$ cat src/rtl/syst_pkg.sv
// Shared constants and state encoding for the systolic-array job controller.
package syst_pkg;
  localparam int unsigned WORD  = 32;
  localparam int unsigned LANE  = 8;
  localparam int unsigned LANES = WORD / LANE;
  localparam int unsigned LEN_W = 16;

  typedef enum logic [1:0] {IDLE, RUN, DRAIN, DONE} state_t;
endpackage

$ cat src/rtl/syst_ctrl_fifo.sv
// First-word-fall-through FIFO holding array results until the consumer takes them.
module syst_ctrl_fifo #(
  parameter int unsigned WIDTH = 32,
  parameter int unsigned DEPTH = 16
) (
  input  logic             clk_i,
  input  logic             rst_i,
  input  logic             push,
  input  logic             pop,
  input  logic             flush,
  input  logic [WIDTH-1:0] din,
  output logic             full,
  output logic             empty,
  output logic [WIDTH-1:0] head
);
  localparam int unsigned AW = $clog2(DEPTH);

  logic [WIDTH-1:0] mem [DEPTH];
  logic [AW:0]      wr_ptr, rd_ptr;
  logic             do_push, do_pop;

  assign empty   = (wr_ptr == rd_ptr);
  assign full    = (wr_ptr[AW] != rd_ptr[AW]) && (wr_ptr[AW-1:0] == rd_ptr[AW-1:0]);
  assign do_pop  = pop && !empty;
  // A push into a full FIFO is still legal when the head leaves in the same cycle.
  assign do_push = push && (!full || do_pop);
  assign head    = mem[rd_ptr[AW-1:0]];

  always_ff @(posedge clk_i) begin
    if (do_push && !flush) mem[wr_ptr[AW-1:0]] <= din;
  end

  always_ff @(posedge clk_i or posedge rst_i) begin
    if (rst_i) begin
      wr_ptr <= '0;
      rd_ptr <= '0;
    end else if (flush) begin
      wr_ptr <= '0;
      rd_ptr <= '0;
    end else begin
      if (do_push) wr_ptr <= wr_ptr + (AW+1)'(1);
      if (do_pop)  rd_ptr <= rd_ptr + (AW+1)'(1);
    end
  end
endmodule

$ cat src/rtl/syst_ctrl.sv
// Job controller: credit-gated issue of input vectors to the array and
// buffering of its results for the output stream.
module syst_ctrl #(
  parameter int unsigned WORD      = syst_pkg::WORD,
  parameter int unsigned LEN_W     = syst_pkg::LEN_W,
  parameter int unsigned OUT_DEPTH = 16,
  parameter int unsigned TIMEOUT   = 1024
) (
  input  logic             clk_i,
  input  logic             rst_i,
  input  logic             start_i,
  input  logic [LEN_W-1:0] len_i,
  input  logic [WORD-1:0]  in_data_i,
  input  logic             in_valid_i,
  output logic             in_ready_o,
  output logic [WORD-1:0]  arr_data_o,
  output logic             arr_valid_o,
  input  logic [WORD-1:0]  arr_data_i,
  input  logic             arr_valid_i,
  output logic [WORD-1:0]  out_data_o,
  output logic             out_valid_o,
  input  logic             out_ready_i,
  output logic             busy_o,
  output logic             done_o,
  output logic             err_o
);
  import syst_pkg::*;

  localparam int unsigned CW = $clog2(OUT_DEPTH) + 1;
  localparam int unsigned TW = $clog2(TIMEOUT + 1);
  localparam logic [CW-1:0] CREDIT_MAX = CW'(OUT_DEPTH);
  localparam logic [TW-1:0] TMO_LAST   = TW'(TIMEOUT - 1);

  state_t           state;
  logic [LEN_W-1:0] len_q, issued, received;
  logic [CW-1:0]    credits;
  logic [TW-1:0]    tmo_cnt;
  logic             fire, pop, capture, stray, flush;
  logic             fifo_full, fifo_empty;
  logic [WORD-1:0]  fifo_head;

  assign in_ready_o  = (state == RUN) && (credits != '0) && (issued < len_q);
  assign fire        = in_valid_i && in_ready_o;
  assign pop         = out_valid_o && out_ready_i;
  // Results are only stored while a job can still expect them; anything else is an error.
  assign capture     = arr_valid_i && (state == RUN || state == DRAIN) && (received < len_q)
                       && !(fifo_full && !pop);
  assign stray       = arr_valid_i && !capture;
  assign flush       = (state == DRAIN) && !(received == len_q && fifo_empty)
                       && !arr_valid_i && (tmo_cnt == TMO_LAST);
  assign out_valid_o = !fifo_empty;
  assign out_data_o  = fifo_empty ? '0 : fifo_head;
  assign busy_o      = (state != IDLE);
  assign done_o      = (state == DONE);

  syst_ctrl_fifo #(
    .WIDTH (WORD),
    .DEPTH (OUT_DEPTH)
  ) u_out_fifo (
    .clk_i (clk_i),
    .rst_i (rst_i),
    .push  (capture),
    .pop   (pop),
    .flush (flush),
    .din   (arr_data_i),
    .full  (fifo_full),
    .empty (fifo_empty),
    .head  (fifo_head)
  );

  always_ff @(posedge clk_i or posedge rst_i) begin
    if (rst_i) begin
      state       <= IDLE;
      len_q       <= '0;
      issued      <= '0;
      received    <= '0;
      tmo_cnt     <= '0;
      credits     <= CREDIT_MAX;
      err_o       <= 1'b0;
      arr_valid_o <= 1'b0;
      arr_data_o  <= '0;
    end else begin
      arr_valid_o <= fire;
      if (fire) arr_data_o <= in_data_i;

      if (flush)
        credits <= CREDIT_MAX;
      else if (fire && !pop)
        credits <= credits - CW'(1);
      else if (pop && !fire && credits != CREDIT_MAX)
        credits <= credits + CW'(1);

      if (capture) received <= received + LEN_W'(1);
      if (stray)   err_o    <= 1'b1;

      unique case (state)
        IDLE: begin
          if (start_i) begin
            len_q    <= len_i;
            issued   <= '0;
            received <= '0;
            tmo_cnt  <= '0;
            err_o    <= stray;
            state    <= (len_i == '0) ? DONE : RUN;
          end
        end
        RUN: begin
          if (fire) begin
            issued <= issued + LEN_W'(1);
            if (issued == len_q - LEN_W'(1)) state <= DRAIN;
          end
        end
        DRAIN: begin
          if (received == len_q && fifo_empty) begin
            state <= DONE;
          end else if (arr_valid_i) begin
            tmo_cnt <= '0;
          end else if (tmo_cnt == TMO_LAST) begin
            err_o <= 1'b1;
            state <= DONE;
          end else begin
            tmo_cnt <= tmo_cnt + TW'(1);
          end
        end
        DONE: state <= IDLE;
      endcase
    end
  end
endmodule

$ cat config.mk
export PLATFORM = sky130hd
export DESIGN_NAME = syst_ctrl
export DESIGN_NICKNAME = d
export VERILOG_FILES = /design/src/rtl/syst_pkg.sv /design/src/rtl/syst_ctrl_fifo.sv /design/src/rtl/syst_ctrl.sv
export SDC_FILE = /design/constraint.sdc
export NUM_CORES = 1
export LEC_CHECK = 0
export CAP_MARGIN = 0
export CORE_ASPECT_RATIO = 1.5
export CORE_MARGIN = 1.5
export CORE_UTILIZATION = 55
export DETAILED_ROUTE_END_ITERATION = 6
export PLACE_DENSITY = 0.78
export SYNTH_ARGS = -nofsm -noshare
export SYNTH_HDL_FRONTEND = slang
export SYNTH_SLANG_ARGS = --single-unit
$ cat constraint.sdc
create_clock -name clk_i -period 7.85 [get_ports clk_i]
set_clock_uncertainty 0.2 [all_clocks]
set_input_delay 1.9625 -clock clk_i [delete_from_list [all_inputs] [get_ports clk_i]]
set_output_delay 1.9625 -clock clk_i [all_outputs]
set_load 0.01 [all_outputs]
Yosys cells after proc, flatten, opt, wreduce, memory -nomap -nowiden
Memories as Yosys holds them, arrays and structs flattened.
Index checks and enable logic that the tools add are counted.
Storage, ports and cells
  ROM bits: 0
  bits in registers: 110
  latch bits: 0
  memories kept: 1
  bits in writable memories: 512
  bits of input ports: 86
Cells by class
  add/subtract/negate cells: 8
  reduce and logical (&&, ||, !) cells: 44
  shift-type cells: 0
  div/mod/pow operators: 0
  $mul: 0
  bitwise gates (word level): 0
  eq/ne operators: 17
  magnitude comparators: 2
  mux-type cells: 35
Memory list
  u_out_fifo.mem: depth 16, width 32, read ports 1, clocked after memory_dff 0, write ports 1, RTL line syst_ctrl_fifo.sv:18  | logic [WIDTH-1:0] mem [DEPTH];
Operator list (count)
  two-way mux 16 bit: 5
  two-way mux 11 bit: 4
  two-way mux 5 bit: 7
  adder 16 x 1 -> 16 bit, second input constant: 2
  == test 16 bit: 2
  less-than comparator 16 bit: 2
  two-way mux 32 bit: 1
  one-hot mux 16 bit (2 select lines): 1
  one-hot mux 11 bit (2 select lines): 1
  logical AND 1 bit: 20
  zero test 16 bit: 1
  subtractor 16 x 1 -> 16 bit, second input constant: 1
  adder 5 x 1 -> 5 bit, second input constant: 3
  two-way mux 2 bit: 7
  adder 11 x 1 -> 11 bit, second input constant: 1
  == test 11 x 10 -> 1 bit, second input constant: 1
  nonzero test 2 bit: 5
  zero test 1 bit: 9
  one-hot mux 2 bit (4 select lines): 1
  two-way mux 1 bit: 7
  inequality test 2 bit, second input constant: 3
  == test 5 bit: 1
  inequality test 5 bit, second input constant: 1
  AND reduction 5 bit: 1
  other kinds (17): 19

Longest topological paths before layout
Gate-level depths: netlist of run 1.
  depth in word-level cells: 14
  depth in mapped cells: 17
  mapped depth without buffers: 16

Cells and area by module
Synthesis of run 1 repeated with hierarchy kept, for this count alone.
Unflattened totals
  cells, all modules: 1682
  area total of the unflattened synthesis: 26837.0 um2
By module, submodules not included
  syst_ctrl_fifo: instances 1, cells each 904, sequential area each 15625.0 um2, area an instance 20219.4 um2
  syst_ctrl: instances 1, cells each 778, sequential area each 2503.7 um2, area an instance 6617.6 um2

Worst setup path after synthesis of run 1
OpenSTA, ideal clock, no wires.
  kind: input port to flip-flop
  start: input out_ready_i
  end: register u_out_fifo.wr_ptr[4]
  setup time: 0.298 ns
  stages: 6
  path slack: 1.044 ns
  arrival: 6.309 ns
  cell sequence: nor2_1 > a21oi_1 > o211ai_1 > clkbuf_1 > nor4b_1 > mux2i_1
On the way
  word-level cells in the longest chain between the ends: 7
  elaborated cells on any way between the ends: 9
  classes of those cells: reduce/logical: 9
Ends and longest elaborated chain
  from (decl): RTL line syst_ctrl.sv:22  | input logic out_ready_i,
  logical AND 1 bit (*): RTL line syst_ctrl.sv:44  | assign pop = out_valid_o && out_ready_i;
  zero test 1 bit: RTL line syst_ctrl.sv:47  | && !(fifo_full && !pop);
  logical AND 1 bit: RTL line syst_ctrl.sv:47
  zero test 1 bit: RTL line syst_ctrl.sv:47
  logical AND 1 bit: RTL line syst_ctrl.sv:47
  logical AND 1 bit (*): RTL line syst_ctrl_fifo.sv:26  | assign do_push = push && (!full || do_pop);
  nonzero test 2 bit (no line) (*)
  to (signal assigned): RTL line syst_ctrl_fifo.sv:41  | if (do_push) wr_ptr <= wr_ptr + (AW+1)'(1);
  to (decl): RTL line syst_ctrl_fifo.sv:19  | logic [AW:0] wr_ptr, rd_ptr;
Every way passes the cells marked *; elsewhere a longest branch is shown, timed or not.
A chain may end at the register's enable or synchronous reset.

Worst setup path after layout of run 1
  start: register u_out_fifo.rd_ptr[1]
  end: output out_data_o[6]
On the way
  word-level cells in the longest chain between the ends: 2
  elaborated cells on any way between the ends: 3
  classes of those cells: eq/ne: 1; mux: 1; memory: 1
Ends and longest elaborated chain
  from (decl): RTL line syst_ctrl_fifo.sv:19
  from (signal assigned): RTL line syst_ctrl_fifo.sv:42  | if (do_pop) rd_ptr <= rd_ptr + (AW+1)'(1);
  memory read (16 x 32 bit) or == test 5 bit (tied branches)
  two-way mux 32 bit (*): RTL line syst_ctrl.sv:52  | assign out_data_o = fifo_empty ? '0 : fifo_head;
  to (decl): RTL line syst_ctrl.sv:20  | output logic [WORD-1:0] out_data_o,
Marks and branches as above.

==> impl_metrics.csv, run 1 <==
group,metric,value,unit
clock_network,cts_tree,"yes",
global_route,grt_max_degree,83,
finish,final_cell_mix,"edfxtp_1 (512), nand2_1 (164), mux4_2 (160)",
die,core-area,47500,µm²
logic_synthesis,synth_largest_area_cell,"edfxtp_1",
die,start_util,55.4,%
route,first_pass_iters,5,
worst_setup_path,arrival,3.94,ns
die,rows,98,
power_and_ir_drop,internal-power,6.92,mW
finish,drive_gt1_share,17.8,%
power_and_ir_drop,leakage,10.7,nW
clock_network,cts-root-buf,"clkbuf_16",
route,vias,15000,
worst_setup_path,cp-end-kind,"primary output",
power_and_ir_drop,swShare,28.5,%
worst_setup_path,cp_num_buf_inv,2,
logic_synthesis,avgSynthCellArea,16.9,µm²
clock_network,post_cts_buffers,0,
timing,slew_violations,0,
power_and_ir_drop,pwr-share-comb,28.7,%
clock_network,ctsHoldBuffers,0,
global_route,antenna_found_initial,1,
power_and_ir_drop,p_sw,2.75,mW
die,die_area,49200,µm²
worst_setup_path,cp.required,5.69,ns
min_path,hold_class,"reg2reg",
power_and_ir_drop,pwr-share-seq,42.3,%
logic_synthesis,syn_inst,1554,
route,vias_per_cell,6.36,
finish,area_growth,15.9,%
worst_setup_path,max_stage_delay,0.95,ns
worst_setup_path,path_cells,"buf_4 -> mux4_2 -> mux4_2 -> and2_1 -> clkdlybuf4s50_1",
route,drt_wl_total,60.9,mm
route,drc,0,
timing,tightest_slew,1.31,ns
clock_network,clock_latency,0.62,ns
finish,layout_commonest_cell,"edfxtp_1",
finish,final_nets,1849,
logic_synthesis,synth-edff-count,512,
clock_network,cts_resized,0,
route,final_antenna_net_count,0,
place,gp_congestion,0.887,
worst_setup_path,worst_path_max_delay_cell,"dfrtp_4",
clock_network,htreeDepth,2,
logic_synthesis,synth_top_area_share,58.4,%
timing,rsz0062_at_grt,"no",
global_route,first_global_vias,15400,
logic_synthesis,synth_cell_types,70,
clock_network,clockBufferDepth,3,
timing,setup_viol,0,
timing,finalSetupTns,0,ns
place,dp_hpwl,34.6,mm
outcome,status,"finished clean",
logic_synthesis,yosysSeqAreaShare,68.9,%
timing,min_period,6.10,ns
timing,period_share,77.7,%
worst_setup_path,path_max_fanout,56,
logic_synthesis,synth_area,26300,µm²
place,port_buffers,155,
worst_setup_path,critical_path.top_delay_family,"buffers and inverters",
timing,slew_headroom,12.3,%
logic_synthesis,ys.flop_type,"edfxtp_1",
finish,n_fill_cell,3143,
clock_network,numCtsBuffers,56,
logic_synthesis,async_flop_share,17.7,%
flow_run,max-cap-violations,0,
finish,fin_util,64.2,%
clock_network,clock_sinks,622,
global_route,overflow,0,
timing,fmax,0.164,GHz
global_route,grt_use_total,25.2,%
worst_setup_path,path_common_cell,"mux4_2",
die,die_x,182,µm
global_route,grt_pass1_wl,92.6,mm
die,io-pin-count,156,
worst_setup_path,crit_type,"reg2out",
worst_setup_path,setup.worst_path.start_class,"register",
logic_synthesis,yosys_register_bits,622,
logic_synthesis,synth_nets,1689,
route,avgRoutedWirePerCell,25.8,µm
power_and_ir_drop,powerDensity,317,nW/µm²
power_and_ir_drop,ir_worst_vdd,0.288,mV
timing,hold_viol_final,0,
logic_synthesis,synth_area_leaders,"edfxtp_1 (58%), mux4_2 (14%), dfrtp_1 (10%)",
die,die_y,271,µm
logic_synthesis,ys_warn_count,0,
power_and_ir_drop,clkPwrFrac,29.0,%
clock_network,clk_pin_slew,0.06,ns
route,first_iter_violations,1357,
[worst paths after layout]
check	slack (ns)	end	depth (start not counted)	from
max	1.75	out_data_o[6]	5	u_out_fifo.rd_ptr[1]
min	0.27	arr_data_o[0]	2	arr_data_o[0]
max reg2reg	2.89	credits[4]	13	u_out_fifo.rd_ptr[1]
min reg2reg	0.27	arr_data_o[0]	2	arr_data_o[0]
max in group asynchronous	4.62	issued[3]	3	rst_i
min in group asynchronous	1.59	credits[3]	2	rst_i
[layout make-up]
cell class | count | area (µm²) | share of cell area [%]
Sequential cell | 622 | 18100 | 59.5
Multi-Input combinational cell | 811 | 7760 | 25.5
Timing Repair Buffer | 185 | 1800 | 5.91
Clock buffer | 61 | 1440 | 4.73
Tap cell | 600 | 751 | 2.46
Clock inverter | 40 | 438 | 1.44
Inverter | 38 | 145 | 0.476
Antenna cell | 2 | 5.00 | 0.0164
[Yosys cell counts, types with 18 or more instances]
library cell,number
clkbuf_1,58
nand2_1,164
inv_1,36
nand3_1,38
o21ai_0,34
dfrtp_1,109
a21oi_1,22
nand4_1,18
and3_1,20
xnor2_1,23
mux4_2,160
and2_1,40
edfxtp_1,512
nor2_1,40
ha_1,48
nor3_1,22
[routing by layer]
layer	global-route usage [%]	vias up	share of wire (%)
li1	-	6435	-
met1	31.9	7723	37
met2	44.3	716	53
met3	4.11	119	7.0
met4	8.75	0	3.2
met5	0	-	0
[state kept, by name, summed over array words and instances (netlist names)]
signal	cells
arr_data_o	32
arr_valid_o	1
credits	5
err_o	1
issued	16
len_q	16
received	16
state	2
tmo_cnt	11
u_out_fifo.mem	512
u_out_fifo.rd_ptr	5
u_out_fifo.wr_ptr	5
[kinds of logic after synthesis]
| logic type | synth area share [%] |
|---|---|
| compound gates | 3.69 |
| xor+xnor | 1.33 |
| fa+ha+maj | 2.36 |
| buf+inv | 1.85 |
| flops | 68.9 |
| mux | 13.9 |
| simple gates | 7.94 |
[power groups by stage]
| stage | Clock [mW] | Combinational [mW] | Sequential, mW |
|---|---|---|---|
| after floorplan | 0 | 1.86 | 4.01 |
| after global placement | 0 | 2.73 | 4.13 |
| after detailed placement | 0 | 2.77 | 4.15 |
| after CTS | 2.84 | 2.82 | 4.09 |
| after global routing | 2.96 | 2.95 | 4.11 |
| final | 2.80 | 2.78 | 4.09 |
[worst register-to-register path, cell delays in order, from the launching register on]
cell      delay [ns]
dfrtp_4         0.95
xor2_2          0.21
nor4_4          0.44
nand2_2         0.63
nand2_1         0.36
nand3_1         0.23
inv_2           0.26
ha_1            0.30
nor2b_1         0.15
o21ai_0         0.18
nand2b_1        0.11
or4_4           0.43
o311a_1         0.14
or3_1           0.30
[metrics by stage]
step | std cells | area, µm² | hold WS, ns | setup WS [ns] | power (mW)
global placement | 2256 | 28600 | 0.256 | 2.28 | 6.85
detailed placement | 2256 | 28600 | 0.261 | 2.25 | 6.92
global route | 2358 | 30500 | 0.302 | 1.65 | 10.0
finish | 2359 | 30500 | 0.274 | 1.75 | 9.67
CTS | 2357 | 30500 | 0.277 | 1.72 | 9.75
floorplan | 1554 | 26300 | 0.269 | 1.04 | 5.87
Note: power is estimated with default switching activity, not from simulation.
==> run 2: changes to the inputs <==
Clock period 7.85 ns to 5.7 ns, I/O delays scaled along.
==> run 2 against run 1 <==
Power grew 38%. Via count shrank 1.1%. Sequential power grew 35%. Largest cell class unchanged. First-iteration DRC count grew 0.15%. Worst hold slack lost 0.0032 ns. Flip-flop and latch count is the same. Global-route usage shrank 0.30 points.
==> impl_metrics.csv, run 2 (same netlist as run 1, synthesis figures left out) <==
group,metric,value,unit
worst_setup_path,worst_path_max_delay_cell,"ha_1",
timing,setup_viol,0,
route,drc,0,
worst_setup_path,crit_start,"state[1]",
worst_setup_path,path_cells,"inv_1 -> ha_1 -> inv_1 -> a2111oi_2 -> and2_1 -> clkdlybuf4s50_1",
timing,period_share,88.0,%
clock_network,ctsHoldBuffers,0,
worst_setup_path,crit_type,"reg2out",
min_path,hold_class,"reg2reg",
die,die_area,49200,µm²
die,rows,98,
route,avgRoutedWirePerCell,25.2,µm
clock_network,cts_tree,"yes",
die,die_x,182,µm
timing,finalSetupTns,0,ns
worst_setup_path,cp_num_buf_inv,3,
flow_run,max-cap-violations,0,
route,first_iter_violations,1359,
global_route,overflow,0,
timing,slew_violations,0,
worst_setup_path,path_common_cell,"inv_1",
timing,hold_viol_final,0,
finish,fin_util,64.4,%
finish,area_growth,16.2,%
place,gp_congestion,0.877,
finish,layout_commonest_cell,"edfxtp_1",
route,drt_wl_total,59.7,mm
power_and_ir_drop,ir_worst_vdd,0.482,mV
timing,min_period,5.02,ns
global_route,grt_max_degree,132,
worst_setup_path,arrival,3.39,ns
finish,final_cell_mix,"edfxtp_1 (512), nand2_1 (164), mux4_2 (160)",
clock_network,clock_sinks,622,
timing,fmax,0.199,GHz
worst_setup_path,setup.worst_path.start_class,"register",
finish,final_nets,1852,
place,dp_hpwl,32.9,mm
outcome,status,"finished clean",
route,final_antenna_net_count,0,
route,first_pass_iters,7,
die,die_y,271,µm
timing,rsz0062_at_grt,"no",
worst_setup_path,path_max_fanout,20,
clock_network,cts-root-buf,"clkbuf_16",
global_route,antenna_found_initial,2,
worst_setup_path,cp-end-kind,"primary output",
worst_setup_path,worstReg2RegStart,"state[1]",
clock_network,post_cts_buffers,0,
route,vias,14800,
timing,slew_headroom,39.1,%
die,io-pin-count,156,
clock_network,clockBufferDepth,3,
clock_network,htreeDepth,2,
worst_setup_path,max_stage_delay,0.64,ns
finish,largest_reg_flops,512,
worst_setup_path,cp.required,4.07,ns
timing,tightest_slew,0.911,ns
global_route,first_global_vias,15400,
min_path,hp-start,"arr_data_o[20]",
clock_network,clock_latency,0.60,ns
die,core-area,47500,µm²
clock_network,clk_pin_slew,0.06,ns
clock_network,cts_resized,0,
die,start_util,55.4,%
power_and_ir_drop,leakage,10.7,nW
power_and_ir_drop,powerDensity,436,nW/µm²
global_route,grt_use_total,24.9,%
finish,drive_gt1_share,18.0,%
worst_setup_path,critical_path.top_delay_family,"buffers and inverters",
clock_network,numCtsBuffers,56,
global_route,grt_pass1_wl,92.0,mm
place,port_buffers,155,
route,vias_per_cell,6.27,
run 2: cell types whose count changed in the layout (fill, tap and decap cells not counted), moves of 2 or more:
| cell | before | now |
|---|---|---|
| buf_12 | 2 | 5 |
| clkinv_1 | 9 | 12 |
| clkinv_2 | 8 | 10 |
| clkinv_4 | 3 | 1 |
run 2: per-layer routing:
layer	routed length, µm	track usage, %	vias to the layer above	part of all wire, %
met5	0	0	-	0
met4	1970	9.10	0	3.3
met1	22400	31.7	7572	38
li1	-	-	6462	-
met2	31300	43.5	677	52
met3	3970	3.67	123	6.7
run 2: report_power, final:
group | total, mW | internal (mW) | switching [mW] | leakage (nW)
Combinational | 3.93 | 2.06 | 1.87 | 3.81
Sequential | 5.54 | 5.34 | 0.196 | 5.98
Clock | 3.87 | 2.18 | 1.69 | 0.903
run 2: path summary, 6_finish.rpt:
check | endpoint | slack [ns] | cells past startpoint
min reg2reg | arr_data_o[20] | 0.27 | 2
min in group asynchronous | arr_data_o[25] | 1.15 | 2
max in group asynchronous | u_out_fifo.rd_ptr[0] | 3.30 | 3
max reg2reg | credits[4] | 1.09 | 14
min | arr_data_o[20] | 0.27 | 2
max | in_ready_o | 0.68 | 6
run 2: worst min-delay path, stage by stage, from the launching register on:
cell and delay (ns):
dfrtp_1 0.34, nand2_1 0.05, nand2_1 0.05
run 2: final cells by class:
class | instances | area [µm²]
Sequential cell | 622 | 18100
Fill cell | 3190 | 16900
Multi-Input combinational cell | 811 | 7770
Timing Repair Buffer | 188 | 1860
Tap cell | 600 | 751
Antenna cell | 2 | 5.00
Clock inverter | 45 | 484
Inverter | 38 | 145
Clock buffer | 60 | 1420
run 2: metrics by stage:
stage                     worst slack [ns]  instance area [µm²]  total power, mW  cells  hold WS, ns
final                                0.682                30600             13.3   2366        0.271
after detailed placement             0.919                28700             9.54   2259        0.261
after CTS                            0.637                30600             13.5   2364        0.277
after global placement                1.03                28700             9.44   2259        0.257
after floorplan                      0.347                26300             8.09   1554        0.269
after global routing                 0.393                30600             13.8   2366        0.295
==> run 3: changes to the inputs <==
Settings changed: CORE_ASPECT_RATIO 1.5 to 0.7.
==> run 3 against run 2 <==
Register-to-register slack got worse by 0.17 ns. Worst hold slack barely moved. Power up 0.73%. Non-clock buffer count decreased by 4.
==> impl_metrics.csv, run 3 (same netlist as run 1, synthesis figures left out) <==
group,metric,value,unit
die,die_area,49200,µm²
global_route,met1_usage,37.9,%
die,die_x,264,µm
global_route,antenna_found_initial,3,
place,gp_congestion,0.911,
timing,min_period,5.15,ns
power_and_ir_drop,ir_worst_vdd,0.428,mV
timing,rsz0062_at_grt,"no",
finish,layout_commonest_cell,"edfxtp_1",
finish,final_nets,1847,
timing,fmax,0.194,GHz
route,vias,15000,
route,vias_per_cell,6.33,
die,start_util,56.2,%
die,rows,66,
clock_network,clockBufferDepth,3,
worst_setup_path,crit_type,"reg2out",
power_and_ir_drop,p_sw,3.75,mW
finish,drive_gt1_share,17.3,%
clock_network,clk_pin_slew,0.07,ns
power_and_ir_drop,clkPwrFrac,29.3,%
worst_setup_path,path_cells,"buf_12 -> mux4_2 -> mux4_2 -> and2_1 -> clkdlybuf4s50_1",
worst_setup_path,path_common_cell,"mux4_2",
clock_network,numCtsBuffers,55,
global_route,met3_usage,4.51,%
finish,final_cell_mix,"edfxtp_1 (512), nand2_1 (164), mux4_2 (160)",
worst_setup_path,critical_path.top_delay_family,"multiplexers",
power_and_ir_drop,powerDensity,439,nW/µm²
finish,area_growth,16.2,%
place,port_buffers,155,
clock_network,cts_tree,"yes",
route,avgRoutedWirePerCell,26.1,µm
route,drc,0,
worst_setup_path,arrival,3.52,ns
clock_network,htreeDepth,2,
route,first_iter_violations,2015,
worst_setup_path,cp_num_buf_inv,2,
route,final_antenna_net_count,0,
power_and_ir_drop,pwr-share-seq,41.2,%
clock_network,cts-root-buf,"clkbuf_16",
worst_setup_path,crit_start,"u_out_fifo.rd_ptr[0]",
worst_setup_path,path_max_fanout,89,
route,first_pass_iters,5,
min_path,hp-start,"arr_data_o[24]",
global_route,busiest_layer,"met2",
power_and_ir_drop,internal-power,9.68,mW
place,dp_cells,2267,
finish,largest_reg_flops,512,
worst_setup_path,setup.worst_path.start_class,"register",
flow_run,max-cap-violations,0,
timing,slew_headroom,13.4,%
global_route,first_global_vias,14800,
outcome,status,"finished clean",
global_route,grt_use_total,25.3,%
global_route,grt_pass1_wl,92.2,mm
route,drt_wl_total,61.8,mm
global_route,overflow,0,
worst_setup_path,max_stage_delay,0.64,ns
timing,hold_viol_final,0,
die,die_y,186,µm
min_path,hold_class,"reg2reg",
clock_network,post_cts_buffers,0,
clock_network,ctsHoldBuffers,0,
global_route,met2_usage,39.5,%
worst_setup_path,worst_path_max_delay_cell,"mux4_2",
finish,fin_util,65.3,%
finish,stdcell_count,2368,
die,io-pin-count,156,
clock_network,clock_sinks,622,
clock_network,cts_resized,0,
worst_setup_path,cp-end-kind,"primary output",
worst_setup_path,cp.required,4.07,ns
power_and_ir_drop,swShare,27.9,%
place,dp_hpwl,35.8,mm
timing,finalSetupTns,0,ns
global_route,grt_max_degree,132,
power_and_ir_drop,pwr-share-comb,29.5,%
worst_setup_path,worstReg2RegStart,"state[1]",
clock_network,clock_latency,0.60,ns
timing,setup_viol,0,
timing,period_share,90.3,%
timing,tightest_slew,1.30,ns
power_and_ir_drop,leakage,10.7,nW
timing,slew_violations,0,
die,core-area,46800,µm²
[run 3: changes by cell type in the layout (fill, tap and decap cells not counted)]
cell	previous run	this run
inv_6	1	0
buf_4	28	24
clkinvlp_2	2	1
inv_8	1	0
clkinvlp_4	8	3
clkinv_2	10	6
diode_2	2	1
bufinv_16	8	10
clkinv_1	12	7
clkbuf_1	4	13
clkinv_4	1	0
clkbuf_8	0	2
[run 3: per-layer routing]
layer	vias up	share of wire (%)	routed length, µm
met5	-	0.021	13
met4	2	2.0	1240
met3	95	8.2	5080
met2	686	47	29300
met1	7758	42	26200
li1	6439	-	-
[run 3: cell type report]
class,count,area [µm²]
inverter,38,145
antenna,1,2.50
clock buffer,71,1480
sequential,622,18100
multi-input combinational,811,7770
tap,612,766
timing repair buffer,184,1830
fill,3050,16300
clock inverter,29,434
[run 3: final timing paths]
| path | endpoint | slack (ns) | cells past startpoint |
|---|---|---|---|
| worst max register to register | credits[4] | 0.92 | 14 |
| min in group asynchronous | arr_valid_o | 1.10 | 2 |
| worst min-delay path | arr_data_o[24] | 0.27 | 2 |
| max in group asynchronous | tmo_cnt[6] | 3.27 | 3 |
| worst min register to register | arr_data_o[24] | 0.27 | 2 |
| worst max-delay path | out_data_o[30] | 0.55 | 5 |
[run 3: worst register-to-register path, delay by kind of cell, from the launching register on]
| family | cells | cell delay [ns] |
|---|---|---|
| simple gates | 6 | 1.60 |
| fa+ha+maj | 2 | 0.94 |
| buf+inv | 3 | 0.80 |
| compound gates | 3 | 0.76 |
| flops | 1 | 0.43 |
[run 3: through the flow]
step / power [mW] / setup WS (ns) / hold WS [ns] / instance area (µm²)
5_1_grt: 13.9 / 0.372 / 0.296 / 30600
2_1_floorplan: 8.09 / 0.347 / 0.269 / 26300
6_report: 13.4 / 0.551 / 0.271 / 30600
4_1_cts: 13.5 / 0.486 / 0.278 / 30600
3_5_place_dp: 9.53 / 0.996 / 0.261 / 28700
3_3_place_gp: 9.45 / 1.09 / 0.257 / 28700
[run 3: power groups by stage]
stage | sequential [mW] | combinational (mW) | clock, mW
2_1_floorplan | 5.52 | 2.56 | 0
3_3_place_gp | 5.58 | 3.87 | 0
3_5_place_dp | 5.60 | 3.93 | 0
4_1_cts | 5.52 | 4.02 | 3.98
5_1_grt | 5.55 | 4.21 | 4.16
6_report | 5.53 | 3.96 | 3.94
